## src/rtl/rv_decode_stage.sv

```systemverilog
// Registered RV32I(+M) main decoder with valid/ready handshake on both sides.
// Produces datapath controls one cycle after accept and counts illegal instructions.
module rv_decode_stage #(
   parameter int unsigned ALUCTL_W = 4,
   parameter bit          ENABLE_M = 1'b1,
   parameter int unsigned CNT_W    = 8
) (
   input  logic                wb_clk_i,
   input  logic                wb_rst_ni,
   input  logic                in_valid,
   output logic                in_ready,
   input  logic [31:0]         instr,
   output logic                out_valid,
   input  logic                out_ready,
   output logic [ALUCTL_W-1:0] alu_control,
   output logic                regwrite,
   output logic                memread,
   output logic                memwrite,
   output logic                branch,
   output logic                alusrc,
   output logic                illegal,
   input  logic                clear_cnt,
   output logic [CNT_W-1:0]    illegal_cnt
);

   typedef enum logic [3:0] {
      AluAnd  = 4'd0,
      AluOr   = 4'd1,
      AluAdd  = 4'd2,
      AluSll  = 4'd3,
      AluSub  = 4'd4,
      AluSrl  = 4'd5,
      AluMul  = 4'd6,
      AluXor  = 4'd7,
      AluSlt  = 4'd8,
      AluSra  = 4'd9,
      AluSltu = 4'd10
   } alu_op_e;

   localparam logic [6:0] OpR      = 7'b0110011;
   localparam logic [6:0] OpImm    = 7'b0010011;
   localparam logic [6:0] OpLoad   = 7'b0000011;
   localparam logic [6:0] OpStore  = 7'b0100011;
   localparam logic [6:0] OpBranch = 7'b1100011;
   localparam logic [6:0] OpLui    = 7'b0110111;

   localparam logic [6:0] F7Zero = 7'b0000000;
   localparam logic [6:0] F7Alt  = 7'b0100000;
   localparam logic [6:0] F7Mul  = 7'b0000001;

   // Base funct3 mapping shared by R-type (funct7=0) and I-ALU.
   function automatic alu_op_e f3_op(input logic [2:0] f3);
      alu_op_e op;
      unique case (f3)
         3'd0:    op = AluAdd;
         3'd1:    op = AluSll;
         3'd2:    op = AluSlt;
         3'd3:    op = AluSltu;
         3'd4:    op = AluXor;
         3'd5:    op = AluSrl;
         3'd6:    op = AluOr;
         default: op = AluAnd;
      endcase
      return op;
   endfunction

   logic [6:0] opcode;
   logic [2:0] funct3;
   logic [6:0] funct7;

   assign opcode = instr[6:0];
   assign funct3 = instr[14:12];
   assign funct7 = instr[31:25];

   alu_op_e dec_alu;
   logic    dec_regwrite;
   logic    dec_memread;
   logic    dec_memwrite;
   logic    dec_branch;
   logic    dec_alusrc;
   logic    dec_illegal;

   always_comb begin
      dec_alu      = AluAnd;
      dec_regwrite = 1'b0;
      dec_memread  = 1'b0;
      dec_memwrite = 1'b0;
      dec_branch   = 1'b0;
      dec_alusrc   = 1'b0;
      dec_illegal  = 1'b0;

      case (opcode)
         OpR: begin
            dec_regwrite = 1'b1;
            if (funct7 == F7Zero) begin
               dec_alu = f3_op(funct3);
            end else if (funct7 == F7Alt && funct3 == 3'd0) begin
               dec_alu = AluSub;
            end else if (funct7 == F7Alt && funct3 == 3'd5) begin
               dec_alu = AluSra;
            end else if (ENABLE_M && funct7 == F7Mul && funct3 == 3'd0) begin
               dec_alu = AluMul;
            end else begin
               dec_illegal = 1'b1;
            end
         end
         OpImm: begin
            dec_regwrite = 1'b1;
            dec_alusrc   = 1'b1;
            dec_alu      = f3_op(funct3);
            // funct7 only qualifies the shift-immediate forms.
            if (funct3 == 3'd1 && funct7 != F7Zero) begin
               dec_illegal = 1'b1;
            end else if (funct3 == 3'd5 && funct7 == F7Alt) begin
               dec_alu = AluSra;
            end else if (funct3 == 3'd5 && funct7 != F7Zero) begin
               dec_illegal = 1'b1;
            end
         end
         OpLoad: begin
            dec_regwrite = 1'b1;
            dec_memread  = 1'b1;
            dec_alusrc   = 1'b1;
            dec_alu      = AluAdd;
            if (!(funct3 inside {3'd0, 3'd1, 3'd2, 3'd4, 3'd5})) dec_illegal = 1'b1;
         end
         OpStore: begin
            dec_memwrite = 1'b1;
            dec_alusrc   = 1'b1;
            dec_alu      = AluAdd;
            if (funct3 > 3'd2) dec_illegal = 1'b1;
         end
         OpBranch: begin
            dec_branch = 1'b1;
            dec_alu    = AluSub;
            if (funct3 == 3'd2 || funct3 == 3'd3) dec_illegal = 1'b1;
         end
         OpLui: begin
            dec_regwrite = 1'b1;
            dec_alusrc   = 1'b1;
            dec_alu      = AluAdd;
         end
         default: dec_illegal = 1'b1;
      endcase

      // Illegal encodings travel down the pipe as bubbles with only the flag set.
      if (dec_illegal) begin
         dec_alu      = AluAnd;
         dec_regwrite = 1'b0;
         dec_memread  = 1'b0;
         dec_memwrite = 1'b0;
         dec_branch   = 1'b0;
         dec_alusrc   = 1'b0;
      end
   end

   logic                accept;
   logic [ALUCTL_W-1:0] alu_ext;

   assign in_ready = !out_valid || out_ready;
   assign accept   = in_valid && in_ready;
   assign alu_ext  = ALUCTL_W'(dec_alu);

   logic                valid_q;
   logic [ALUCTL_W-1:0] alu_q;
   logic                regwrite_q;
   logic                memread_q;
   logic                memwrite_q;
   logic                branch_q;
   logic                alusrc_q;
   logic                illegal_q;
   logic [CNT_W-1:0]    cnt_q;

   always_ff @(posedge wb_clk_i or negedge wb_rst_ni) begin
      if (!wb_rst_ni) begin
         valid_q    <= 1'b0;
         alu_q      <= '0;
         regwrite_q <= 1'b0;
         memread_q  <= 1'b0;
         memwrite_q <= 1'b0;
         branch_q   <= 1'b0;
         alusrc_q   <= 1'b0;
         illegal_q  <= 1'b0;
      end else if (accept) begin
         valid_q    <= 1'b1;
         alu_q      <= alu_ext;
         regwrite_q <= dec_regwrite;
         memread_q  <= dec_memread;
         memwrite_q <= dec_memwrite;
         branch_q   <= dec_branch;
         alusrc_q   <= dec_alusrc;
         illegal_q  <= dec_illegal;
      end else if (out_ready) begin
         valid_q <= 1'b0;
      end
   end

   always_ff @(posedge wb_clk_i or negedge wb_rst_ni) begin
      if (!wb_rst_ni) begin
         cnt_q <= '0;
      end else if (clear_cnt) begin
         cnt_q <= '0;
      end else if (accept && dec_illegal && cnt_q != {CNT_W{1'b1}}) begin
         cnt_q <= cnt_q + 1'b1;
      end
   end

   assign out_valid   = valid_q;
   assign alu_control = alu_q;
   assign regwrite    = regwrite_q;
   assign memread     = memread_q;
   assign memwrite    = memwrite_q;
   assign branch      = branch_q;
   assign alusrc      = alusrc_q;
   assign illegal     = illegal_q;
   assign illegal_cnt = cnt_q;

   // A stalled output must not change until the consumer takes it.
   assert property (@(posedge wb_clk_i) disable iff (!wb_rst_ni)
      (out_valid && !out_ready) |=> (out_valid && $stable(alu_control) && $stable(regwrite)
         && $stable(memread) && $stable(memwrite) && $stable(branch) && $stable(alusrc)
         && $stable(illegal)));

endmodule

```

## config.mk

```make
export PLATFORM = sky130hd
export DESIGN_NAME = rv_decode_stage
export DESIGN_NICKNAME = d
export VERILOG_FILES = /design/src/rtl/rv_decode_stage.sv
export SDC_FILE = /design/constraint.sdc
export NUM_CORES = 1
export LEC_CHECK = 0
export ABC_CLOCK_PERIOD_IN_PS = 2300
export CELL_PAD_IN_SITES_DETAIL_PLACEMENT = 2
export CELL_PAD_IN_SITES_GLOBAL_PLACEMENT = 2
export CORE_MARGIN = 2
export CORE_UTILIZATION = 23
export CTS_CLUSTER_SIZE = 25
export DETAILED_ROUTE_END_ITERATION = 6
export PLACE_DENSITY = 0.87
export SLEW_MARGIN = 40
export SYNTH_ARGS = -nofsm -noshare
export SYNTH_HDL_FRONTEND = slang
export SYNTH_SLANG_ARGS = --single-unit
```

## constraint.sdc

```tcl
create_clock -name wb_clk_i -period 2.3 [get_ports wb_clk_i]
set_clock_uncertainty 0.15 [all_clocks]
set_input_delay 0.69 -clock wb_clk_i [delete_from_list [all_inputs] [get_ports wb_clk_i]]
set_output_delay 0.69 -clock wb_clk_i [all_outputs]
set_load 0.005 [all_outputs]
```

; ---- Yosys cells after proc, flatten, opt, wreduce, memory -nomap -nowiden
; Index checks and enable logic that the tools add are counted.
[word_totals]
input_bits = 37
elab_cells = 80
output_inout_bits = 20
reg_bits = 19
[classes]
n_lt_le_gt_ge = 1
mux = 34
add_sub_neg = 1
n_eq_ne = 15
n_reduce_logical = 20
[op_table]
columns = op, count
row1 = "== test 7 x 6 -> 1 bit, second input constant", 4
row2 = one-hot mux 4 bit (7 select lines), 1
row3 = two-way mux 4 bit, 6
row4 = two-way mux 1 bit, 22
row5 = two-way mux 8 bit, 2
row6 = one-hot mux 4 bit (4 select lines), 1
row7 = "== test 3 bit, second input constant", 3
row8 = "adder 8 x 1 -> 8 bit, second input constant", 1
row9 = logical AND 1 bit, 8
row10 = "inequality test 8 bit, second input constant", 1
row11 = OR reduction 4 bit, 2
row12 = "== test 7 x 1 -> 1 bit, second input constant", 1
row13 = "== test 7 x 2 -> 1 bit, second input constant", 1
row14 = "== test 7 x 5 -> 1 bit, second input constant", 1
row15 = "== test 7 bit, second input constant", 1
row16 = zero test 7 bit, 1
row17 = nonzero test 7 bit, 1
row18 = "== test 3 x 2 -> 1 bit, second input constant", 2
row19 = one-hot mux 1 bit (6 select lines), 1
row20 = nonzero test 5 bit, 1
row21 = nonzero test 2 bit, 2
row22 = "== test 3 x 1 -> 1 bit, second input constant", 1
row23 = "greater-than comparator 3 x 2 -> 1 bit, second input constant", 1
row24 = zero test 3 bit, 1
row25 = 4 further kinds, 5

; ---- Longest topological paths before layout
; Gate-level depths: netlist of run 1.
[depth]
word_depth = 11
depth_mapped = 9
depth_no_buf = 6

; ---- Worst setup path after synthesis of run 1
; Ideal clock, no wire load.
[synth_timing]
path_kind = input port to flip-flop
startpoint = input port instr[28]
endpoint = register cnt_q[6] (netlist: illegal_cnt[6])
required_time_ns = 2.025
t_arrival_ns = 2.408
setup_time_ns = 0.125
path_buffers = 2
setup_slack_ns = -0.383
stages = 8
cell_sequence = or4_4 a2111o_1 nand4_1 and4_1 buf_6 buf_8 nor4_2 mux2_4
[synth_via]
elab_chain_len = 10
word_cells_on_any_way = 20
[synth_lines]
columns = element, line
row1 = "start, declared", 12  ; input logic [31:0] instr,
row2 = == test 7 x 1 -> 1 bit, 101  ; end else if (ENABLE_M && funct7 == F7Mul && funct3 == 3'd0) begin
row3 = logical AND 1 bit, 101
row4 = two-way mux 1 bit, 101
row5 = two-way mux 1 bit, 99  ; end else if (funct7 == F7Alt && funct3 == 3'd5) begin
row6 = two-way mux 1 bit, 97  ; end else if (funct7 == F7Alt && funct3 == 3'd0) begin
row7 = two-way mux 1 bit, 95  ; if (funct7 == F7Zero) begin
row8 = one-hot mux 1 bit (6 select lines) *, 92  ; case (opcode)
row9 = logical AND 1 bit * (2 in a row), 203  ; end else if (accept && dec_illegal && cnt_q != {CNT_W{1'b1}}) begin
row10 = nonzero test 2 bit (no source line) *, -
row11 = "end signal, assigned", 204  ; cnt_q <= cnt_q + 1'b1;
row12 = "end, declared", 172  ; logic [CNT_W-1:0] cnt_q;
; Mark *: on every way between the ends. The rest lies on a longest branch, timed or not.
; A chain may end at the register's enable or synchronous reset.

; ---- Worst setup path after layout of run 1
; Same ends and word-level chain as after synthesis.

==> results of run 1 <==
[sequential cells by signal, indices dropped and copies added (netlist names)]
signal,count
branch,1
alu_control,4
alusrc,1
illegal,1
illegal_cnt,8
regwrite,1
memwrite,1
memread,1
out_valid,1
[metal layers]
metal / wire, um / share of wire (%) / vias to the layer above / track usage (%)
li1: - / - / 732 / -
met1: 2110 / 39 / 791 / 20.6
met2: 3040 / 57 / 36 / 34.5
met3: 154 / 2.9 / 7 / 2.39
met4: 63 / 1.2 / 0 / 4.48
met5: 0 / 0 / - / 0
[timing repair]
item | in CTS | in global routing
setup buffers | 4 | 5
resized for setup | 73 | 31
cloned | 1 | 0
pin swaps | 22 | 13
endpoints found under the setup margin | 19 | 19
[worst min path at each step]
stage / slack (ps) / cells past startpoint / startpoint / endpoint
after floorplan: 240 / 0 / wb_rst_ni / alu_control[0]
after CTS: 360 / 1 / branch / branch
after detailed placement: 340 / 1 / branch / branch
final: 350 / 1 / alu_control[3] / alu_control[3]
after global placement: 340 / 1 / alu_control[3] / alu_control[3]
after global routing: 400 / 1 / alusrc / alusrc
[cell type report]
| class | instances | area share, % |
|---|---|---|
| Multi-Input combinational cell | 113 | 37.8 |
| Clock buffer | 3 | 1.82 |
| Timing Repair Buffer | 91 | 34.5 |
| Tap cell | 72 | 3.96 |
| Inverter | 4 | 0.660 |
| Clock inverter | 1 | 0.330 |
| Sequential cell | 19 | 20.9 |
[metrics by stage]
stage                     util (%)  instance area, um^2  hold slack [ps]  power [uW]
after floorplan                  -                 1320              244         420
after global placement        37.3                 2050              335         531
after detailed placement      37.3                 2050              337         542
after CTS                     40.2                 2210              356         794
after global routing          41.3                 2270              399         851
final                         41.3                 2270              355         805
[kinds of logic (layout without fill, tap and decap cells)]
group / after synthesis / after routing / share of synthesized area, %
simple gates: 64 / 64 / 28.4
compound gates: 46 / 46 / 24.9
flops: 19 / 19 / 36.4
buf+inv: 19 / 99 / 7.48
fa+ha+maj: 1 / 1 / 0.959
xor+xnor: 1 / 1 / 0.671
mux: 1 / 1 / 1.15
[report_power, final]
group	internal, uW	switching (uW)
Combinational	110	101
Clock	123	127
Sequential	338	6.10
Total	571	234
[worst max-delay path, cell delays in order]
cell,delay (ps)
buf_6,90
or4_4,520
a2111o_1,310
nand4_1,100
and4_4,270
buf_12,130
nor4_4,40
mux2_4,300
[placed cells by master, fill, tap and decap left out, types with 3 or more instances in the layout]
master	Yosys	final
a21oi_1	12	6
a21oi_2	0	6
a32o_1	7	7
buf_2	3	8
buf_4	1	41
buf_6	1	9
clkbuf_2	0	4
clkbuf_8	0	3
clkdlybuf4s15_2	0	4
clkdlybuf4s50_1	0	23
dfrtp_1	19	19
inv_1	4	4
nand2_1	8	8
nand3_1	9	9
nand3b_1	3	3
nand4_1	4	4
nor2_1	11	8
nor3_1	3	3
o21ai_0	7	4
o21ai_2	0	3
o31ai_1	7	3
o31ai_2	0	3
or4_4	1	5
==> flow_summary.json, run 1 <==
{
  "worst_slack_ps": -147,
  "reg2regPathDepth": 6,
  "syn-num-nets": 189,
  "synthArstFlopShare_pct": 100,
  "rsz0062_at_grt": "true",
  "status": "finished with violations",
  "fin_nets": 270,
  "setup_viol": 17,
  "r2r_slack_ps": 80,
  "syn_area_mm2": 0.00131,
  "fillers": 592,
  "setup_tns_ps": -1300,
  "final_cell_count_no_fill": 303,
  "synth_edf_count": 0,
  "port_buffers": 41,
  "powerDensity_mw_per_mm2": 354,
  "critPathLaunchType": "primary input",
  "critPathMaxFanout": 6,
  "worstSetupEndpointType": "flip-flop",
  "cts_tree": "yes",
  "ff_latch_area_um2": 475,
  "insertion_delay_ps": 270,
  "cts.path.max_buffers": 2,
  "cts_buffers": 3,
  "gr-total-overflow": 0,
  "synthFlopType": "dfrtp_1",
  "synth.area.top_cells": "dfrtp_1 (36%), a32o_1 (5.4%), a21oi_1 (4.6%), o31ai_1 (4.0%), nand3_1 (3.5%)",
  "peakVddDrop_mv": 0.179,
  "synth_most_common_cell": "dfrtp_1",
  "synth_common_cells": "dfrtp_1 (19), a21oi_1 (12), nor2_1 (11), nand3_1 (9)",
  "grt_pass1_vias": 1726,
  "synth_top_cell_by_area": "dfrtp_1",
  "rr_startpoint": "illegal_cnt[0]",
  "htreeDepth": 1,
  "coreArea_mm2": 0.00551,
  "drt_pass1_iterations": 3,
  "antenna_found_initial": 0,
  "tightest_slew_ps": 395,
  "p_leak_uw": 0.000959,
  "dp_hpwl_um": 3950,
  "startpoint": "instr[28]",
  "fp-row-count": 27,
  "drc": 0,
  "dieArea_mm2": 0.00629,
  "dieHeight_um": 79.3,
  "wirelength_um": 5370,
  "dp_cells": 290,
  "slew_headroom_pct": 73.5,
  "start_util_pct": 23.7,
  "grt_use_total_pct": 17.9,
  "synth_top_area_share_pct": 36.4,
  "cts.sinks": 19,
  "vias": 1566,
  "io_pins": 57,
  "grt_pass1_wl_um": 8780,
  "post-route-period-util_pct": 106,
  "required_ps": 2310,
  "cap_violations": 0,
  "synthToLayoutAreaGrowth_pct": 74.2,
  "synth_cells": 151,
  "multiInputGateArea_um2": 860,
  "synth_seq_cells": 19,
  "r2r_end": "illegal_cnt[4]",
  "ys_warn_count": 0,
  "drtAntennaViolNets": 0,
  "crit_type": "in2reg",
  "syn_avg_cell_area_um2": 8.64,
  "maxSlewViolCount": 0,
  "first_iter_violations": 45,
  "ys_seq_area_share_pct": 36.4,
  "via_per_inst": 5.17,
  "min_path_type": "reg2reg",
  "grt_max_degree": 20,
  "cts_root_buf": "clkbuf_8",
  "violations": "setup timing",
  "arrival_ps": 2460,
  "dp_worst_setup_slack_ps": -866,
  "gp_congestion": 0.872,
  "hold_buffers": 0,
  "die_w_um": 79.3,
  "diodes": 0,
  "wl_per_cell_um": 17.7,
  "drive_gt1_share_pct": 43.7,
  "hold_violations": 0,
  "cp-endpoint": "illegal_cnt[6]",
  "period_needed_ps": 2450,
  "fmax_mhz": 409,
  "clk_pin_slew_ps": 80,
  "synth_cell_type_count": 46
}
(Power assumes the default switching activity.)
==> run 2: changes to the inputs <==
--- a/config.mk
+++ b/config.mk
@@ -10,7 +10,7 @@
 export CELL_PAD_IN_SITES_GLOBAL_PLACEMENT = 2
 export CORE_MARGIN = 2
 export CORE_UTILIZATION = 23
-export CTS_CLUSTER_SIZE = 25
+export CTS_CLUSTER_DIAMETER = 40
 export DETAILED_ROUTE_END_ITERATION = 6
 export PLACE_DENSITY = 0.87
 export SLEW_MARGIN = 40
==> results of run 2 <==
The final DEF is identical to that of run 1; final timing and power are the same.
==> run 3: changes to the inputs <==
--- a/config.mk
+++ b/config.mk
@@ -6,13 +6,13 @@
 export NUM_CORES = 1
 export LEC_CHECK = 0
 export ABC_CLOCK_PERIOD_IN_PS = 2300
-export CELL_PAD_IN_SITES_DETAIL_PLACEMENT = 2
-export CELL_PAD_IN_SITES_GLOBAL_PLACEMENT = 2
+export CELL_PAD_IN_SITES_DETAIL_PLACEMENT = 0
+export CELL_PAD_IN_SITES_GLOBAL_PLACEMENT = 1
 export CORE_MARGIN = 2
-export CORE_UTILIZATION = 23
+export CORE_UTILIZATION = 30
 export CTS_CLUSTER_DIAMETER = 40
 export DETAILED_ROUTE_END_ITERATION = 6
-export PLACE_DENSITY = 0.87
+export PLACE_DENSITY = 0.88
 export SLEW_MARGIN = 40
 export SYNTH_ARGS = -nofsm -noshare
 export SYNTH_HDL_FRONTEND = slang
==> constraint.sdc (replaced) <==
create_clock -name wb_clk_i -period 2.3 [get_ports wb_clk_i]
set_clock_uncertainty 0.15 [all_clocks]
set_input_delay 0.69 -clock wb_clk_i [delete_from_list [all_inputs] [get_ports wb_clk_i]]
set_output_delay 0.69 -clock wb_clk_i [all_outputs]
set_load 0.05 [all_outputs]
==> run 3 against run 2 <==
Effect of this change:
- the flow still finishes with violations (setup timing)
- via count down 6.1%
- flip-flop and latch count unchanged
- non-clock buffer count down 4
- die area down 22%
==> flow_summary.json, run 3 (same netlist as run 1, synthesis figures left out) <==
{
  "status": "finished with violations",
  "violations": "setup timing",
  "drtAntennaViolNets": 0,
  "peakVddDrop_mv": 0.173,
  "fillers": 410,
  "clk_pin_slew_ps": 70,
  "fp-row-count": 23,
  "dp_hpwl_um": 2820,
  "cts_tree": "yes",
  "fmax_mhz": 420,
  "critPathMaxFanout": 5,
  "drc": 0,
  "drive_gt1_share_pct": 42.7,
  "drt_pass1_iterations": 4,
  "grt_pass1_vias": 1402,
  "layout_commonest_cell": "buf_4",
  "grt_max_degree": 20,
  "gr-total-overflow": 0,
  "stdcell_area_mm2": 0.00209,
  "dieArea_mm2": 0.00489,
  "maxSlewViolCount": 0,
  "slew_headroom_pct": 82.4,
  "wirelength_um": 3650,
  "dieHeight_um": 70.0,
  "tightest_slew_ps": 263,
  "power_uw": 786,
  "via_per_inst": 5.31,
  "post-route-period-util_pct": 104,
  "worstSetupEndpointType": "flip-flop",
  "largest_reg_flops": 8,
  "dp_worst_setup_slack_ps": -802,
  "worst_slack_ps": -82.6,
  "first_iter_violations": 42,
  "powerDensity_mw_per_mm2": 377,
  "cts.sinks": 19,
  "hold_buffers": 0,
  "gp_congestion": 0.873,
  "fin_nets": 266,
  "wl_per_cell_um": 13.2,
  "multiInputGateArea_um2": 796,
  "p_leak_uw": 0.000964,
  "rsz0062_at_grt": "true",
  "die_w_um": 70.0,
  "layout_common_cells": "buf_4 (58), dfrtp_1 (19), a21oi_1 (10), nor2_1 (9), nand3_1 (9)",
  "diodes": 0,
  "grt_pass1_wl_um": 6090,
  "min_path_type": "reg2reg",
  "cts.path.max_buffers": 2,
  "setup_viol": 15,
  "ff_latch_area_um2": 475,
  "cts_root_buf": "clkbuf_8",
  "hold_slack_ps": 358,
  "placed_area_mm2": 0.00197,
  "port_buffers": 41,
  "insertion_delay_ps": 260,
  "io_pins": 57,
  "htreeDepth": 1,
  "required_ps": 2300,
  "start_util_pct": 31.9,
  "period_needed_ps": 2380,
  "cts_buffers": 3,
  "critPathLaunchType": "primary input",
  "hold_violations": 0,
  "antenna_found_initial": 0,
  "coreArea_mm2": 0.00409,
  "synthToLayoutAreaGrowth_pct": 59.8,
  "crit_type": "in2reg",
  "arrival_ps": 2380,
  "grt_use_total_pct": 14.9,
  "vias": 1471,
  "cap_violations": 0
}
-- run 3: worst max-delay path, stage by stage --
cell and delay [ps]:
buf_6 90, or4_4 520, a2111o_1 310, nand4_1 80, and4_4 250, buf_6 110
nor4_4 30, mux2_4 290
-- run 3: report_power, final --
| group | switching (uW) | internal [uW] |
|---|---|---|
| logic | 103 | 98.8 |
| clock network | 120 | 121 |
| registers | 5.08 | 338 |
-- run 3: cell type report --
| type | instances | share of cell area, % |
|---|---|---|
| clock buffer | 3 | 1.98 |
| clock inverter | 1 | 0.240 |
| inverter | 4 | 0.720 |
| multi-input combinational | 113 | 38.2 |
| sequential | 19 | 22.8 |
| tap | 50 | 3.00 |
| timing repair buffer | 87 | 33.1 |
-- run 3: per-layer routing --
| metal | track usage, % | share of wire, % | up-vias |
|---|---|---|---|
| li1 | - | - | 732 |
| met1 | 18.3 | 44 | 689 |
| met2 | 25.9 | 49 | 44 |
| met3 | 2.45 | 5.3 | 6 |
| met4 | 5.56 | 1.6 | 0 |
| met5 | 0 | 0 | - |
-- run 3: worst paths after layout --
check                                     from  slack [ps]              to  cells past startpoint
worst max-delay path                 instr[28]         -80  illegal_cnt[6]                      8
worst min-delay path                    alusrc         360          alusrc                      1
worst max register to register  illegal_cnt[0]         230  illegal_cnt[4]                      6
worst min register to register          alusrc         360          alusrc                      1
max in group asynchronous            wb_rst_ni        1190  illegal_cnt[1]                      2
min in group asynchronous            wb_rst_ni         600  illegal_cnt[2]                      2
-- run 3: stage by stage --
stage	TNS (ps)	std cells	util [%]
2_1_floorplan	-3840	151	-
3_3_place_gp	-12330	266	48.3
3_5_place_dp	-13160	266	48.3
4_1_cts	-869	275	50.8
5_1_grt	-1100	277	51.0
6_report	-602	277	51.0
-- run 3: repair_timing --
action / 4_1_cts / 5_1_grt
resized for setup: 54 / 15
buffers inserted: 6 / 2
gates cloned: 1 / 0
endpoints found under the setup margin: 19 / 19
pin swaps: 21 / 10
